### config.mk
export PLATFORM = sky130hd
export DESIGN_NAME = ram_march_bist
export DESIGN_NICKNAME = d
export VERILOG_FILES = /design/src/rtl/ram_march_bist.sv
export SDC_FILE = /design/constraint.sdc
export NUM_CORES = 1
export LEC_CHECK = 0
export ABC_CLOCK_PERIOD_IN_PS = 3100
export CAP_MARGIN = 20
export CORE_ASPECT_RATIO = 1.4
export CORE_MARGIN = 2
export CORE_UTILIZATION = 35
export DETAILED_ROUTE_END_ITERATION = 7
export SLEW_MARGIN = 30
export SYNTH_ARGS = -nofsm -noshare
export SYNTH_HDL_FRONTEND = slang
export SYNTH_SLANG_ARGS = --single-unit
### constraint.sdc
create_clock -name i_Clk -period 3.1 [get_ports i_Clk]
set_input_delay 0.62 -clock i_Clk [delete_from_list [all_inputs] [get_ports i_Clk]]
set_output_delay 0.62 -clock i_Clk [all_outputs]
set_load 0.02 [all_outputs]
### src/rtl/ram_march_bist.sv
// March C- built-in self-test engine driving the shared address port of a
// single-port RAM. Runs six march elements over every address, checks each
// read one cycle after issue, and reports pass/fail with the first failing
// location, element and bit pattern.
module ram_march_bist #(
    parameter int WIDTH = 16,
    parameter int DEPTH = 256,
    localparam int AW = $clog2(DEPTH)
) (
    input  logic             i_Clk,
    input  logic             i_Rst_L,
    input  logic             i_Start,
    output logic             o_Busy,
    output logic             o_Done,
    output logic             o_Pass,
    output logic [AW-1:0]    o_Fail_Addr,
    output logic [2:0]       o_Fail_Elem,
    output logic [WIDTH-1:0] o_Fail_Bits,
    output logic [AW-1:0]    o_Addr,
    output logic             o_Wr_DV,
    output logic [WIDTH-1:0] o_Wr_Data,
    output logic             o_Rd_En,
    input  logic             i_Rd_DV,
    input  logic [WIDTH-1:0] i_Rd_Data
);

    typedef enum logic [1:0] {
        IDLE,
        RUN,
        DRAIN,
        FINISH
    } state_t;

    localparam logic [AW-1:0] LAST_ADDR = AW'(DEPTH - 1);

    state_t           state;
    logic [2:0]       elem;       // element of the operation currently on the port
    logic             pend;       // a read was issued last cycle and is checked now
    logic [WIDTH-1:0] chk_exp;
    logic [AW-1:0]    chk_addr;
    logic [2:0]       chk_elem;

    logic             cur_down;
    logic             nxt_down;
    logic             at_last;
    logic             end_of_test;
    logic [2:0]       nxt_elem;
    logic [AW-1:0]    nxt_addr;
    logic             miscompare;

    // Background written by an element: E1 and E3 write ones, the rest zeros.
    function automatic logic [WIDTH-1:0] wr_bg(input logic [2:0] e);
        return (e == 3'd1 || e == 3'd3) ? '1 : '0;
    endfunction

    // Background expected on read: E2 and E4 expect ones, the rest zeros.
    function automatic logic [WIDTH-1:0] rd_bg(input logic [2:0] e);
        return (e == 3'd2 || e == 3'd4) ? '1 : '0;
    endfunction

    // Next-operation sequencing and read-check decision for the current cycle.
    always_comb begin
        cur_down    = (elem == 3'd3) || (elem == 3'd4);
        at_last     = cur_down ? (o_Addr == '0) : (o_Addr == LAST_ADDR);
        end_of_test = at_last && (elem == 3'd5);
        nxt_elem    = at_last ? 3'(elem + 3'd1) : elem;
        nxt_down    = (nxt_elem == 3'd3) || (nxt_elem == 3'd4);
        if (at_last) begin
            nxt_addr = nxt_down ? LAST_ADDR : '0;
        end else begin
            nxt_addr = cur_down ? AW'(o_Addr - 1'b1) : AW'(o_Addr + 1'b1);
        end
        miscompare = pend && (!i_Rd_DV || (i_Rd_Data != chk_exp));
    end

    // Control FSM with registered RAM strobes, status and check pipeline.
    always_ff @(posedge i_Clk or negedge i_Rst_L) begin
        if (!i_Rst_L) begin
            state       <= IDLE;
            elem        <= '0;
            pend        <= 1'b0;
            chk_exp     <= '0;
            chk_addr    <= '0;
            chk_elem    <= '0;
            o_Busy      <= 1'b0;
            o_Done      <= 1'b0;
            o_Pass      <= 1'b0;
            o_Fail_Addr <= '0;
            o_Fail_Elem <= '0;
            o_Fail_Bits <= '0;
            o_Addr      <= '0;
            o_Wr_DV     <= 1'b0;
            o_Wr_Data   <= '0;
            o_Rd_En     <= 1'b0;
        end else begin
            o_Done <= 1'b0;
            pend   <= 1'b0;
            case (state)
                IDLE, FINISH: begin
                    if (i_Start) begin
                        state       <= RUN;
                        elem        <= '0;
                        o_Addr      <= '0;
                        o_Wr_DV     <= 1'b1;
                        o_Wr_Data   <= '0;
                        o_Rd_En     <= 1'b0;
                        o_Busy      <= 1'b1;
                        o_Pass      <= 1'b0;
                        o_Fail_Addr <= '0;
                        o_Fail_Elem <= '0;
                        o_Fail_Bits <= '0;
                    end else begin
                        state <= IDLE;
                    end
                end
                RUN: begin
                    chk_exp  <= rd_bg(elem);
                    chk_addr <= o_Addr;
                    chk_elem <= elem;
                    if (miscompare) begin
                        // The operation on the port this cycle is dropped and never checked.
                        state       <= FINISH;
                        o_Fail_Addr <= chk_addr;
                        o_Fail_Elem <= chk_elem;
                        o_Fail_Bits <= chk_exp ^ i_Rd_Data;
                        o_Wr_DV     <= 1'b0;
                        o_Rd_En     <= 1'b0;
                        o_Busy      <= 1'b0;
                        o_Done      <= 1'b1;
                        o_Pass      <= 1'b0;
                    end else if (end_of_test) begin
                        pend    <= o_Rd_En;
                        state   <= DRAIN;
                        o_Wr_DV <= 1'b0;
                        o_Rd_En <= 1'b0;
                    end else begin
                        pend      <= o_Rd_En;
                        elem      <= nxt_elem;
                        o_Addr    <= nxt_addr;
                        o_Wr_DV   <= (nxt_elem != 3'd5);
                        o_Rd_En   <= (nxt_elem != 3'd0);
                        o_Wr_Data <= (nxt_elem == 3'd5) ? '0 : wr_bg(nxt_elem);
                    end
                end
                DRAIN: begin
                    state  <= FINISH;
                    o_Busy <= 1'b0;
                    o_Done <= 1'b1;
                    o_Pass <= !miscompare;
                    if (miscompare) begin
                        o_Fail_Addr <= chk_addr;
                        o_Fail_Elem <= chk_elem;
                        o_Fail_Bits <= chk_exp ^ i_Rd_Data;
                    end
                end
                default: state <= IDLE;
            endcase
        end
    end

endmodule

==> impl_metrics.yaml, run 1 <==
worst_setup_path:
  start_kind: "register"
  reg2reg_slack_ns: 0.29
  crit_path_end_kind: "register"
  worstPathCellList: "inv_1 -> ha_1 -> mux2_2 -> ha_1 -> a21oi_1 -> o211ai_1 -> o41ai_1 -> xnor2_1 -> o21ai_0 -> a211o_1"
  cp_top_family: "compound AO/OA/AOI/OAI gates"
  crit_required_ns: 3.32
  worstPathArrival_ns: 3.03
  worst-setup-path-type: "reg -> reg"
  path_common_cell: "ha_1"
  crit_slowest_cell: "dfrtp_1"
  cp_num_buf_inv: 1
  cp_slowest_stage_delay_ns: 0.47
  critical_path.max_fanout: 8
sta:
  rsz0062_at_grt: "no"
  fin_crit_sh_pct: 90.7
  fin_skew_ns: 0.00488
  drv_slew: 0
  slew_headroom_pct: 62.6
  hold_viol: 0
  max_freq_ghz: 0.356
  setup_violations: 0
  worst_slew_pin_slew_ns: 0.556
  period_minus_slack_ns: 2.81
  fin_tns_setup_ns: 0
power_and_ir_drop:
  power_mw: 3.06
  p_int_mw: 2.09
  pwr-share-comb_pct: 31.7
  clockPowerShare_pct: 39.1
  irDropWorstVdd_mv: 0.291
  powerDensity_mw_per_mm2: 673
  seqPwrFrac_pct: 29.2
  leakage_nw: 2.07
  switching_share_pct: 31.8
  switchingPower_uw: 971
floorplan:
  core_mm2: 0.00908
  initial_core_util_pct: 36.4
  pin_count: 76
  num_rows: 41
  die_area_mm2: 0.0102
  die_w_um: 86.1
  die_y_um: 119
clock_tree:
  cts-resized-gates: 0
  cts.sinks: 59
  post_cts_buffers: 0
  cts_buffers: 9
  root_buffer: "clkbuf_16"
  cts_tree: "built"
  htree_levels: 3
  clkTransAtPathRegs_ns: 0.05
  hold_buffers: 0
  clockBufferDepth: 2
  clock_latency_ns: 0.33
cells_and_area:
  fin_util_pct: 50.0
  num_antenna_cells: 0
  nNetsFinal: 418
  fill_cells: 809
  drive_gt1_share_pct: 14.1
  areaGrowthSynthToFinish_pct: 37.5
  regArea_mm2: 0.00148
  finalInstanceArea_mm2: 0.00454
  multi_input_area_mm2: 0.00160
drt:
  wl_per_cell_um: 16.3
  finalWirelength_um: 8090
  met2WireLength_um: 4090
  drtPass1Iterations: 4
  drc: 0
  drtIter0Drc: 117
  met1_length_um: 3400
  via_per_inst: 5.31
  top_layer_used: "met4"
  route.met3.wl_um: 334
  ant_nets: 0
  route.vias.total: 2641
synth:
  mappedNetlistArea_mm2: 0.00330
  yosysMostFrequentCell: "dfrtp_1"
  synth_top_family_by_area: "compound AO/OA/AOI/OAI gates"
  synth_compound_area_share_pct: 20.4
  yosys.area_share.simple_pct: 11.6
  syn_nets: 340
  synth_xor_xnor_area_share_pct: 5.31
  yosys.area.top_type: "dfrtp_1"
  ys_warn_count: 0
  yosys-top-cells-area: "dfrtp_1 (45%), a22o_1 (9.0%), ha_1 (4.5%), xor2_1 (4.5%), mux2_2 (4.1%)"
  ys.flop_type: "dfrtp_1"
  synth_cells: 307
  synth_edf_count: 0
  synth_commonest_cells: "dfrtp_1 (59), a22o_1 (34), nand2_1 (18)"
  synth_cell_types: 53
  yosysSeqAreaShare_pct: 44.7
  avgSynthCellArea_um2: 10.8
  synth_top_area_share_pct: 44.7
  synthMuxAreaShare_pct: 5.91
  yosys.area_share.adder_pct: 5.16
  ys_seq_elements: 59
  async_flop_share_pct: 100
global_routing:
  grt_overflow: 0
  grt_pass1_vias: 2712
  antenna_found_initial: 0
  track_usage_pct: 16.7
  grt_max_degree: 28
  grt_first_pass_wirelength_um: 13400
placed_design:
  port_buffers: 75
  gp_congestion: 0.831
  hpwl_um: 5940
  placed_area_mm2: 0.00418
min_path:
  hp-class: "in -> async"
flow_run:
  maxCapViolCount: 0
outcome:
  outcome: "finished clean"
routing by layer:
| metal | vias to the layer above | GRT usage (%) |
|---|---|---|
| met5 | - | 0 |
| met4 | 0 | 7.94 |
| met3 | 20 | 4.50 |
| met2 | 70 | 27.8 |
| met1 | 1267 | 19.8 |
| li1 | 1284 | - |
registers in the layout, summed over array words and instances (netlist names):
signal and count:
o_Fail_Bits 16, o_Fail_Addr 8, state 2, pend 1
chk_elem 3, o_Wr_DV 1, chk_addr 8, o_Pass 1
chk_exp 1, o_Done 1, elem 3, o_Addr 8
o_Busy 1, o_Wr_Data 1, o_Rd_En 1, o_Fail_Elem 3
metrics by stage:
stage	instances	hold slack, ns	setup slack [ns]
after global routing	497	0.325	0.0830
after floorplan	307	0.324	0.238
after global placement	481	0.482	0.112
final	497	0.278	0.288
after CTS	497	0.292	0.284
after detailed placement	481	0.484	0.0467
cell usage in the layout, fill, tap and decap left out, drive strengths merged, types with 3 or more instances in the layout:
cell,Yosys,routed
clkdlybuf4s50,0,74
dfrtp,59,59
a22o,34,34
buf,20,21
nand2,18,18
xor2,17,17
inv,13,13
mux2,12,12
ha,12,12
a21oi,12,12
nor2,12,12
clkbuf,8,12
o21ai,10,10
nor4,6,6
mux2i,6,6
nor3,6,6
o31ai,5,5
nand2b,4,4
nand4,4,4
nand3,4,4
and4,3,3
or4,3,3
o22a,3,3
and3,3,3
xnor2,3,3
bufinv,0,3
and2,3,3
o41ai,3,3
cells by family (layout without fill, tap and decap cells):
| family | count (synthesis) | count (layout) |
|---|---|---|
| buffers and inverters | 41 | 124 |
| AO/OA/AOI/OAI | 84 | 84 |
| multiplexers | 18 | 18 |
| flip-flops | 59 | 59 |
| AND/OR/NAND/NOR | 72 | 72 |
| adder cells (fa/ha/maj) | 13 | 13 |
| XOR/XNOR | 20 | 20 |
layout make-up:
| cell class | count | share of cell area [%] |
|---|---|---|
| multi-input cells | 207 | 35.2 |
| clock inverters | 4 | 2.09 |
| well taps | 107 | 2.95 |
| flip-flops and latches | 59 | 32.5 |
| inverters | 13 | 1.07 |
| repair buffers | 95 | 20.3 |
| clock buffers | 12 | 5.87 |
power by group through the flow:
stage | clock network (mW) | logic (mW) | registers, mW
after floorplan | 0 | 0.634 | 0.928
after global placement | 0 | 0.960 | 0.905
after detailed placement | 0 | 0.961 | 0.907
after CTS | 1.22 | 0.975 | 0.894
after global routing | 1.26 | 1.05 | 0.905
final | 1.20 | 0.967 | 0.893
worst paths after layout:
path,endpoint,cells past startpoint,from
hold reg to reg,o_Fail_Addr[4]$_DFFE_PN0P_,1,chk_addr[4]$_DFFE_PN0P_
max in group asynchronous,o_Addr[3]$_DFFE_PN0P_,2,i_Rst_L
setup reg to reg,o_Addr[7]$_DFFE_PN0P_,10,elem[0]$_DFFE_PN0P_
hold / removal,o_Fail_Bits[5]$_DFFE_PN0P_,1,i_Rst_L
setup / recovery,o_Addr[7]$_DFFE_PN0P_,10,elem[0]$_DFFE_PN0P_
min in group i_Clk,o_Fail_Addr[4]$_DFFE_PN0P_,1,chk_addr[4]$_DFFE_PN0P_
Note: power is estimated with default switching activity, not from simulation.
==> inputs of run 2 (changes only) <==
SETUP_SLACK_MARGIN = 0.15   (was unset)
==> run 2 against run 1 <==
Global-route usage is the same. Combinational power is essentially flat. Final area grew 0.22%. Clock skew shrank 0.00079 ns. Via count grew 0.57%.
==> impl_metrics.yaml, run 2 (synthesis results as in run 1) <==
outcome:
  outcome: "finished clean"
sta:
  drv_slew: 0
  rsz0062_at_grt: "no"
  hold_viol: 0
  setup_violations: 0
  hold_ws_ns: 0.278
  fin_skew_ns: 0.00409
  period_minus_slack_ns: 2.75
  worst_slew_pin_slew_ns: 0.562
  max_freq_ghz: 0.364
  slew_headroom_pct: 62.5
  fin_crit_sh_pct: 88.6
  fin_tns_setup_ns: 0
global_routing:
  grt_first_pass_wirelength_um: 13400
  antenna_found_initial: 0
  grt_overflow: 0
  track_usage_pct: 16.7
  grt_pass1_vias: 2712
  grt_max_degree: 28
floorplan:
  initial_core_util_pct: 36.4
  core_mm2: 0.00908
  die_y_um: 119
  num_rows: 41
  die_area_mm2: 0.0102
  die_w_um: 86.1
  pin_count: 76
cells_and_area:
  largest_reg_flops: 16
  fill_cells: 811
  areaGrowthSynthToFinish_pct: 37.8
  regMostFlops: "o_Fail_Bits"
  fin_util_pct: 50.1
  nNetsFinal: 418
  finalInstanceArea_mm2: 0.00455
  layout_common_cells: "clkdlybuf4s50_1 (74), dfrtp_1 (59), a22o_1 (34)"
  num_antenna_cells: 0
  drive_gt1_share_pct: 14.6
  final_common_cell: "clkdlybuf4s50_1"
clock_tree:
  clockBufferDepth: 2
  root_buffer: "clkbuf_16"
  hold_buffers: 0
  cts_tree: "built"
  clock_latency_ns: 0.33
  cts-resized-gates: 0
  clkTransAtPathRegs_ns: 0.05
  htree_levels: 3
  cts_buffers: 9
  cts.sinks: 59
  post_cts_buffers: 0
placed_design:
  placed_area_mm2: 0.00418
  port_buffers: 75
  gp_congestion: 0.831
  hpwl_um: 5940
worst_setup_path:
  crit_required_ns: 3.32
  worst-setup-path-type: "reg -> reg"
  start_kind: "register"
  worstPathArrival_ns: 2.96
  critical_path.max_fanout: 8
  crit_path_end_kind: "register"
power_and_ir_drop:
  irDropWorstVdd_mv: 0.292
  powerDensity_mw_per_mm2: 672
  power_mw: 3.06
  leakage_nw: 2.08
drt:
  ant_nets: 0
  drc: 0
  finalWirelength_um: 8120
  via_per_inst: 5.34
  drtIter0Drc: 109
  route.vias.total: 2656
  drtPass1Iterations: 4
  wl_per_cell_um: 16.3
flow_run:
  maxCapViolCount: 0
min_path:
  hp-class: "in -> async"
[run 2: path summary, 6_finish.rpt]
path | slack [ns] | cells after the start | from | end
min in group i_Clk | 0.49 | 1 | chk_addr[4]$_DFFE_PN0P_ | o_Fail_Addr[4]$_DFFE_PN0P_
worst max register to register | 0.35 | 10 | elem[0]$_DFFE_PN0P_ | o_Addr[7]$_DFFE_PN0P_
max in group asynchronous | 2.16 | 2 | i_Rst_L | o_Addr[3]$_DFFE_PN0P_
worst min register to register | 0.49 | 1 | chk_addr[4]$_DFFE_PN0P_ | o_Fail_Addr[4]$_DFFE_PN0P_
worst max-delay path | 0.35 | 10 | elem[0]$_DFFE_PN0P_ | o_Addr[7]$_DFFE_PN0P_
worst min-delay path | 0.28 | 1 | i_Rst_L | o_Fail_Bits[5]$_DFFE_PN0P_
[run 2: per-layer routing]
metal | vias up | GRT usage (%) | wire length, µm
li1 | 1289 | - | -
met1 | 1271 | 19.8 | 3390
met2 | 77 | 27.8 | 4100
met3 | 19 | 4.50 | 360
met4 | 0 | 7.94 | 263
met5 | - | 0 | 0
[run 2: layout make-up]
class                   count  area [µm²]  share of cell area, %
multi-input cells         207        1610                   35.3
flip-flops and latches     59        1480                   32.5
repair buffers             95         921                   20.2
clock buffers              12         267                   5.86
well taps                 107         134                   2.94
clock inverters             4        95.1                   2.09
inverters                  13        48.8                   1.07
[run 2: worst max-delay path, cell delays in order, from the launching register on]
cell	delay, ns
dfrtp_1	0.49
inv_1	0.10
ha_1	0.25
mux2_2	0.33
ha_1	0.28
a21oi_1	0.17
o211ai_1	0.18
o41ai_2	0.26
xnor2_1	0.17
o21ai_0	0.10
a211o_1	0.31
[run 2: report_power, final]
| part | switching [mW] | total, mW | leakage (nW) | internal, mW |
|---|---|---|---|---|
| Sequential | 0.0515 | 0.892 | 0.809 | 0.841 |
| Combinational | 0.573 | 0.969 | 1.09 | 0.396 |
| Clock | 0.345 | 1.19 | 0.179 | 0.848 |
| Total | 0.970 | 3.06 | 2.08 | 2.09 |
[run 2: stage by stage]
step           cells  setup WS (ns)
6_report         497          0.353
5_1_grt          497          0.163
4_1_cts          497          0.284
3_5_place_dp     481         0.0467
3_3_place_gp     481          0.112
2_1_floorplan    307          0.238
==> inputs of run 3 (changes only) <==
CORE_MARGIN = 8   (was 2)
==> run 3 against run 2 <==
Die area is 25% higher. Sequential power hardly changed. First-iteration DRC count is 12% lower. Utilization is 1.9 points lower. Wire length is 2.6% higher. Critical path type unchanged. Largest cell class unchanged. Largest power group unchanged.
==> impl_metrics.yaml, run 3 (synthesis results as in run 1) <==
outcome:
  outcome: "finished clean"
drt:
  ant_nets: 0
  wl_per_cell_um: 16.7
  drtIter0Drc: 96
  via_per_inst: 5.37
  route.vias.total: 2687
  drc: 0
  finalWirelength_um: 8330
  drtPass1Iterations: 4
global_routing:
  met3_usage_pct: 4.24
  grt_first_pass_wirelength_um: 13600
  antenna_found_initial: 0
  gr-usage-met2_pct: 22.9
  grt_max_degree: 28
  grt_overflow: 0
  grtUsageMet1_pct: 14.9
  grt_pass1_vias: 2697
  track_usage_pct: 13.3
  grt.busiest_layer: "met2"
sta:
  period_minus_slack_ns: 2.79
  setup_violations: 0
  slew_headroom_pct: 66.9
  fin_tns_setup_ns: 0
  rsz0062_at_grt: "yes"
  drv_slew: 0
  hold_ws_ns: 0.229
  fin_skew_ns: 0.00623
  max_freq_ghz: 0.359
  fin_crit_sh_pct: 89.9
  worst_slew_pin_slew_ns: 0.483
  hold_viol: 0
floorplan:
  num_rows: 42
  initial_core_util_pct: 35.5
  die_y_um: 131
  pin_count: 76
  die_w_um: 98.1
  die_area_mm2: 0.0128
  core_mm2: 0.00930
worst_setup_path:
  startpoint: "elem[1]$_DFFE_PN0P_"
  crit_required_ns: 3.31
  rr_worst_depth: 10
  worstReg2RegStart: "elem[1]$_DFFE_PN0P_"
  crit_path_end_kind: "register"
  worst-setup-path-type: "reg -> reg"
  critical_path.max_fanout: 7
  worstPathArrival_ns: 3.00
  start_kind: "register"
power_and_ir_drop:
  powerDensity_mw_per_mm2: 633
  leakage_nw: 2.04
  irDropWorstVdd_mv: 0.291
placed_design:
  gp_congestion: 0.862
  hpwl_um: 6280
  port_buffers: 75
cells_and_area:
  areaGrowthSynthToFinish_pct: 35.9
  largest_reg_flops: 16
  nNetsFinal: 418
  final_common_cell: "clkdlybuf4s50_1"
  layout_common_cells: "clkdlybuf4s50_1 (74), dfrtp_1 (59), a22o_1 (34)"
  num_antenna_cells: 0
  multi_input_area_mm2: 0.00161
  regMostFlops: "o_Fail_Bits"
  fill_cells: 876
  drive_gt1_share_pct: 14.4
  regArea_mm2: 0.00148
clock_tree:
  cts-resized-gates: 0
  post_cts_buffers: 0
  cts.sinks: 59
  clockBufferDepth: 2
  root_buffer: "clkbuf_16"
  clock_latency_ns: 0.33
  htree_levels: 3
  hold_buffers: 0
  cts_buffers: 9
  clkTransAtPathRegs_ns: 0.05
  cts_tree: "built"
min_path:
  hp-class: "in -> async"
flow_run:
  maxCapViolCount: 0
## run 3: power by group
group          internal [mW]  switching, mW  total [mW]  leakage [nW]
registers              0.841         0.0529       0.894         0.809
clock network          0.639          0.344       0.982         0.145
logic                  0.395          0.568       0.963          1.09
## run 3: worst paths after layout
check                                               to  slack, ns
max                              o_Addr[7]$_DFFE_PN0P_       0.31
max in group asynchronous   o_Fail_Addr[7]$_DFFE_PN0P_       2.20
min in group i_Clk         o_Fail_Bits[13]$_DFFE_PN0P_       0.50
max reg2reg                      o_Addr[7]$_DFFE_PN0P_       0.31
min                         o_Fail_Bits[5]$_DFFE_PN0P_       0.23
min reg2reg                o_Fail_Bits[13]$_DFFE_PN0P_       0.50
## run 3: metal layers
layer | up-vias | share of wire [%]
met3 | 12 | 5.7
met5 | - | 0
li1 | 1282 | -
met2 | 95 | 50
met4 | 0 | 1.9
met1 | 1298 | 43
## run 3: critical path: stages, from the launching register on
cell	delay, ns
dfrtp_1	0.48
inv_1	0.10
ha_1	0.22
mux2_2	0.33
ha_1	0.29
a21oi_1	0.21
o211ai_1	0.18
o41ai_2	0.27
xnor2_1	0.18
o21ai_0	0.10
a211o_1	0.31
## run 3: cell type report
class                           count  share of cell area, %
Multi-Input combinational cell    207                   35.8
Sequential cell                    59                   32.9
Timing Repair Buffer               95                   20.5
Clock buffer                       11                   5.41
Tap cell                          110                   3.07
Clock inverter                      5                   1.17
Inverter                           13                   1.09
## run 3: metrics by stage
step	instances	power (mW)	util [%]	area, µm²	worst slack [ns]
2_1_floorplan	307	1.56	-	3300	0.238
3_3_place_gp	484	1.86	45.0	4180	0.106
3_5_place_dp	484	1.88	45.0	4180	0.105
4_1_cts	500	2.87	48.1	4480	0.237
5_1_grt	500	3.01	48.2	4490	0.145
6_report	500	2.84	48.2	4490	0.312
